## src/rtl/seq_smul_unit.sv

```systemverilog
// Sequential signed multiplier using radix-2 Booth recoding, one step per clock.
// Ports:
//   Clock        - rising-edge clock
//   Reset        - asynchronous active-low reset
//   iStart       - multiply request; accepted in IDLE or DONE
//   iDataA       - signed multiplicand, sampled with iStart
//   iDataB       - signed multiplier, sampled with iStart
//   oBusy        - high while the Booth steps run (CALC)
//   oDone        - one-cycle pulse when the product is valid (DONE)
//   oResultLow   - product bits [WIDTH-1:0]
//   oResultHigh  - product bits [2*WIDTH-1:WIDTH]
module seq_smul_unit #(
  parameter int unsigned WIDTH = 16
) (
  input  logic             Clock,
  input  logic             Reset,
  input  logic             iStart,
  input  logic [WIDTH-1:0] iDataA,
  input  logic [WIDTH-1:0] iDataB,
  output logic             oBusy,
  output logic             oDone,
  output logic [WIDTH-1:0] oResultLow,
  output logic [WIDTH-1:0] oResultHigh
);

  localparam int unsigned CNT_W = $clog2(WIDTH + 1);
  // Accumulator: {high (WIDTH+1 bits), multiplier/low (WIDTH bits), q(-1)}.
  // The extra high bit keeps -2^(W-1) * -2^(W-1) from overflowing mid-step.
  localparam int unsigned ACC_W = 2 * WIDTH + 2;

  typedef enum logic [1:0] {
    S_IDLE = 2'd0,
    S_CALC = 2'd1,
    S_DONE = 2'd2
  } state_e;

  state_e             state_q, state_d;
  logic               busy_q, busy_d;
  logic               done_q, done_d;
  logic [WIDTH-1:0]   mcand_q, mcand_d;
  logic [ACC_W-1:0]   acc_q, acc_d;
  logic [CNT_W-1:0]   cnt_q, cnt_d;
  logic [WIDTH-1:0]   res_lo_q, res_lo_d;
  logic [WIDTH-1:0]   res_hi_q, res_hi_d;

  logic [WIDTH:0]     hi_c;
  logic [WIDTH:0]     mext_c;
  logic [WIDTH:0]     sum_c;
  logic [ACC_W-1:0]   step_c;

  // One Booth step: recode {Q[0], q(-1)}, add/sub the multiplicand, shift right arithmetically.
  always_comb begin
    hi_c   = acc_q[ACC_W-1:WIDTH+1];
    mext_c = {mcand_q[WIDTH-1], mcand_q};
    case (acc_q[1:0])
      2'b01:   sum_c = hi_c + mext_c;
      2'b10:   sum_c = hi_c - mext_c;
      default: sum_c = hi_c;
    endcase
    step_c = ACC_W'($unsigned($signed({sum_c, acc_q[WIDTH:0]}) >>> 1));
  end

  // Next-state and datapath control.
  always_comb begin
    state_d  = state_q;
    busy_d   = 1'b0;
    done_d   = 1'b0;
    mcand_d  = mcand_q;
    acc_d    = acc_q;
    cnt_d    = cnt_q;
    res_lo_d = res_lo_q;
    res_hi_d = res_hi_q;
    case (state_q)
      S_IDLE: begin
        if (iStart) begin
          state_d = S_CALC;
          busy_d  = 1'b1;
          mcand_d = iDataA;
          acc_d   = {(WIDTH + 1)'(0), iDataB, 1'b0};
          cnt_d   = '0;
        end
      end
      S_CALC: begin
        acc_d  = step_c;
        cnt_d  = cnt_q + CNT_W'(1);
        busy_d = 1'b1;
        if (cnt_q == CNT_W'(WIDTH - 1)) begin
          state_d  = S_DONE;
          busy_d   = 1'b0;
          done_d   = 1'b1;
          res_lo_d = step_c[WIDTH:1];
          res_hi_d = step_c[2*WIDTH:WIDTH+1];
        end
      end
      S_DONE: begin
        // A start here is a back-to-back request; the completing pulse is already out.
        if (iStart) begin
          state_d = S_CALC;
          busy_d  = 1'b1;
          mcand_d = iDataA;
          acc_d   = {(WIDTH + 1)'(0), iDataB, 1'b0};
          cnt_d   = '0;
        end else begin
          state_d = S_IDLE;
        end
      end
      default: begin
        state_d = S_IDLE;
      end
    endcase
  end

  // State and datapath registers.
  always_ff @(posedge Clock or negedge Reset) begin
    if (!Reset) begin
      state_q  <= S_IDLE;
      busy_q   <= 1'b0;
      done_q   <= 1'b0;
      mcand_q  <= '0;
      acc_q    <= '0;
      cnt_q    <= '0;
      res_lo_q <= '0;
      res_hi_q <= '0;
    end else begin
      state_q  <= state_d;
      busy_q   <= busy_d;
      done_q   <= done_d;
      mcand_q  <= mcand_d;
      acc_q    <= acc_d;
      cnt_q    <= cnt_d;
      res_lo_q <= res_lo_d;
      res_hi_q <= res_hi_d;
    end
  end

  assign oBusy       = busy_q;
  assign oDone       = done_q;
  assign oResultLow  = res_lo_q;
  assign oResultHigh = res_hi_q;

endmodule

```

## config.mk

```make
export PLATFORM = sky130hd
export DESIGN_NAME = seq_smul_unit
export DESIGN_NICKNAME = d
export VERILOG_FILES = /design/src/rtl/seq_smul_unit.sv
export SDC_FILE = /design/constraint.sdc
export NUM_CORES = 1
export LEC_CHECK = 0
export ABC_CLOCK_PERIOD_IN_PS = 3810
export CAP_MARGIN = 20
export CORE_ASPECT_RATIO = 0.7
export CORE_MARGIN = 3
export CORE_UTILIZATION = 64
export CTS_CLUSTER_SIZE = 28
export DETAILED_ROUTE_END_ITERATION = 6
export DONT_BUFFER_PORTS = 1
export GPL_ROUTABILITY_DRIVEN = 0
export PLACE_DENSITY_LB_ADDON = 0.15
export SLEW_MARGIN = 15
export SYNTH_ARGS = -nofsm -noshare
export SYNTH_HDL_FRONTEND = slang
export SYNTH_SLANG_ARGS = --single-unit
```

## constraint.sdc

```tcl
create_clock -name Clock -period 3.81 [get_ports Clock]
set_input_delay 0.5715 -clock Clock [delete_from_list [all_inputs] [get_ports Clock]]
set_output_delay 0.5715 -clock Clock [all_outputs]
set_load 0.05 [all_outputs]
```

After elaboration in Yosys (flattened, before gate mapping)

Index checks and enable logic that the tools add are counted.

Register bits after elaboration: 91
Output and inout bits: 34
Logic and storage cells: 40

Add/sub/neg operators: 3
Eq/ne operators: 8
Multiplexer cells: 14
Reductions and logical operators: 7

Operators by type and width:

| kind                | number |
|---|---|
| $pmux 34 s2         | 1 |
| $mux 34             | 1 |
| $pmux 17 s2         | 1 |
| $add 17x17->17      | 1 |
| $sub 17x17->17      | 1 |
| $pmux 5 s2          | 1 |
| $reduce_and 2->1    | 4 |
| $pmux 2 s3          | 1 |
| $add 5x1->5 const B | 1 |
| $eq 5x4->1 const B  | 1 |
| $mux 1              | 5 |
| $mux 5              | 1 |
| $eq 2x1->1 const B  | 2 |
| $eq 2x2->1 const B  | 2 |
| $mux 2              | 2 |
| $ne 2x2->1 const B  | 2 |
| $logic_not 2->1     | 1 |
| $ne 2x1->1 const B  | 1 |
| $pmux 1 s2          | 1 |
| $reduce_bool 2->1   | 1 |
| $reduce_or 2->1     | 1 |

Depth between registers and ports, before layout

Depth in word-level cells: 4
Gate-level depth with buffers: 15
Mapped depth without buffers: 15

Worst setup path after synthesis

No wires, ideal clock.

Path type: reg2reg
Start: reg mcand_q[0]
End: reg res_hi_q[15] (netlist: oResultHigh[15])
Setup time: 0.082 ns
Arrival time: 3.029 ns
Required time: 3.728 ns
Setup slack: 0.699 ns
Cell stages (with the launch flop): 15
Path buffers: 0
Cell sequence: dfrtp_1 > inv_1 > ha_1 > or3b_4 > and4bb_4 > nor2_1 > xnor2_1 > ha_1 > nand2_1 > nor3_1 > o21ai_0 > nor4bb_1 > or3b_4 > a21o_1 > a31oi_1

Cells in the longest elaborated chain, start to end: 2
Elaborated cells between the ends (all ways): 3
Those cells by class: add/sub: 2; mux: 1

RTL lines:

| element                                          | RTL line | text |
|---|---|---|
| start: declaration                               | 40       | `logic [WIDTH-1:0] mcand_q, mcand_d;` |
| start signal: assignment                         | 128      | `mcand_q <= mcand_d;` |
| $sub 17x17->17 or $add 17x17->17 (tied branches) | 57, 56   |  |
| $pmux 17 s2 *                                    | 55       | `case (acc_q[1:0])` |
| end signal: assignment                           | 132      | `res_hi_q <= res_hi_d;` |
| end: declaration                                 | 44       | `logic [WIDTH-1:0] res_hi_q, res_hi_d;` |

Mark *: on every way between the ends. The rest lies on a longest branch, timed or not.
A chain may end at the register's enable or synchronous reset.

Worst setup path in the final report

Ends and elaborated chain as after synthesis.

==> metrics <==
vias per std cell 5.94; final hold violations 0; critical path required time 4.08 ns; clock sink count 90; post-cts sizing count 0; Post-synth EDFFs 0; global-route wire length before repair between 15 and 20 mm; grt met1 use between 40% and 50%; Worst Hold Class input pin to async pin; critical path, cell by cell inv_1 -> ha_1 -> or3b_4 -> nor3_1 -> nor2_1 -> xnor2_1 -> ha_1 -> nor3_1 -> nor3_1 -> o21ai_0 -> nor4bb_1 -> o21ai_0 -> a21o_1 -> a31oi_1; worst-skew pair later-pin latency 0.36 ns; Synth area leader dfrtp_1; Slew HR slightly below 30%; Area growth syn-to-layout 6.00%; H-Tree Depth 3; Detail Placement HPWL 7.40 mm; Post-synth top cells nand2_1, dfrtp_1, o21ai_0; Async S/R FF share, synth 100%; outcome completed; clk_skew about 0.017 ns; input/output buffers 0; setup_tns 0 ns; setup violators final 0; Syn Std Cell Area approximately 4800 µm²; crit-path max cell delay 0.41 ns; die width 109 µm; initial core utilization 68.5%; Core Area ~7000 µm²; Final ANT Viol Nets 0; Final nets around 600; CP delay by family, top simple AND/OR/NAND/NOR gates; IO Count 69; Synth Instances about 540; unrepaired setup endpoints after global routing no; Synth Flop Type dfrtp_1; Syn Area/Cell ~8.9 µm²; yosys warns 0; largest net degree at the start of global routing 91; post-synth top area share a little under half; Crit. End Element flop; grt met3 use 8.55%; Startpoint Class flop; Worst Path Buf+Inv 1; CTS tree done; CTS Buffer Depth 2; largest cells by area after synthesis dfrtp_1, nand2_1, o21ai_0; most frequent cell after synthesis nand2_1; Max Cap Viol 0; CTS Buf Count 9; Final min period around 3.4 ns; critical path's slowest cell dfrtp_1; Achievable Freq between 0.2 and 0.3 GHz; Crit Path Class flop to flop; Worst-Margin Slew 1.06 ns; global route total overflow 0; Yosys cell types 45; most used routing layer met1; vias in the first global route approximately 3600; final max-slew violation count 0; final WL approximately 10 mm; post-route clock period utilization roughly 90%; CP Max Fanout 4; Root Buffer clkbuf_8; initial antenna violation count 0; DRC viols 0; Worst-path clk slew roughly 0.090 ns; WL per Instance about 17 µm; met2 usage ~35%; Via Count around 3700; ANT cells 0; Die Span Y just under 80 µm; total track usage about a quarter; CP most frequent cell nor3_1; DRT iter0 DRCs 403; register area share after synthesis 47.2%; final hold slack about 0.083 ns; Synth Register Bits 90; num rows 25; die area between 8000 and 9000 µm²; layout cells sized above 1 under 10%; drt first pass iters 5; syn_nets slightly below 600; crit path DAT about 3.7 ns
-- flip-flops by register name (all words and copies together) (netlist names) --
register	flops
acc_q	33
cnt_q	5
mcand_q	16
oBusy	1
oDone	1
oResultHigh	16
oResultLow	16
state_q	2
-- final timing paths --
check | startpoint | endpoint | slack (ns) | depth (start not counted)
max | mcand_q[0] | oResultHigh[15] | 0.37 | 14
min | Reset | oResultHigh[3] | 0.08 | 1
max reg2reg | mcand_q[0] | oResultHigh[15] | 0.37 | 14
min reg2reg | cnt_q[4] | cnt_q[4] | 0.49 | 2
max in group asynchronous | Reset | mcand_q[10] | 3.32 | 1
min in group Clock | iDataA[14] | mcand_q[14] | 0.32 | 2
-- kinds of logic (layout without fill, tap and decap cells) --
group | count (synthesis) | in the layout | share of synthesized area, %
xor+xnor | 27 | 27 | 4.95
compound gates | 120 | 120 | 14.7
fa+ha+maj | 21 | 21 | 5.66
flops | 90 | 90 | 47.2
buf+inv | 42 | 39 | 3.30
simple gates | 211 | 211 | 19.1
mux | 24 | 24 | 5.13
-- area by class of cell --
cell class	count	area, µm²
Tap cell	94	118
Timing Repair Buffer	6	65.1
Fill cell	545	1910
Inverter	18	67.6
Multi-Input combinational cell	403	2370
Clock inverter	5	63.8
Sequential cell	90	2250
Clock buffer	10	128
-- cells in the final DEF (no fill, tap or decap), types with 6 or more instances in the layout --
cell / netlist / routed
nor3_1: 8 / 8
nand2_1: 142 / 142
nor2_1: 27 / 26
clkbuf_8: 0 / 9
dfrtp_1: 90 / 90
inv_1: 18 / 18
mux2i_1: 20 / 20
a21oi_1: 25 / 25
nand2b_1: 9 / 9
o31ai_1: 6 / 6
ha_1: 20 / 20
o21ai_0: 61 / 61
nand3_1: 6 / 6
xnor2_1: 18 / 18
xor2_1: 9 / 9
-- stage by stage --
step / instances / instance area, µm² / setup WS (ns) / util [%]
4_1_cts: 626 / 5060 / 0.406 / 72.6
3_3_place_gp: 610 / 4840 / 0.516 / 69.4
5_1_grt: 626 / 5060 / 0.0150 / 72.6
2_1_floorplan: 535 / 4780 / 0.699 / -
6_report: 626 / 5060 / 0.368 / 72.6
3_5_place_dp: 610 / 4840 / 0.428 / 69.4
-- metal layers --
layer  vias up  share of wire [%]
li1       1808                  -
met1      1752                 49
met2       147                 40
met3        14                9.5
met4         0                1.2
met5         -                  0
-- what timing repair did --
action / CTS / global route
hold endpoints to repair: 90 / 0
endpoints found under the setup margin: 0 / 0
buffers inserted: 0 / 0
hold buffers: 1 / 0
Power is not shown: default switching activity piles up to over one toggle a cycle in this logic, so the estimate is an artifact.
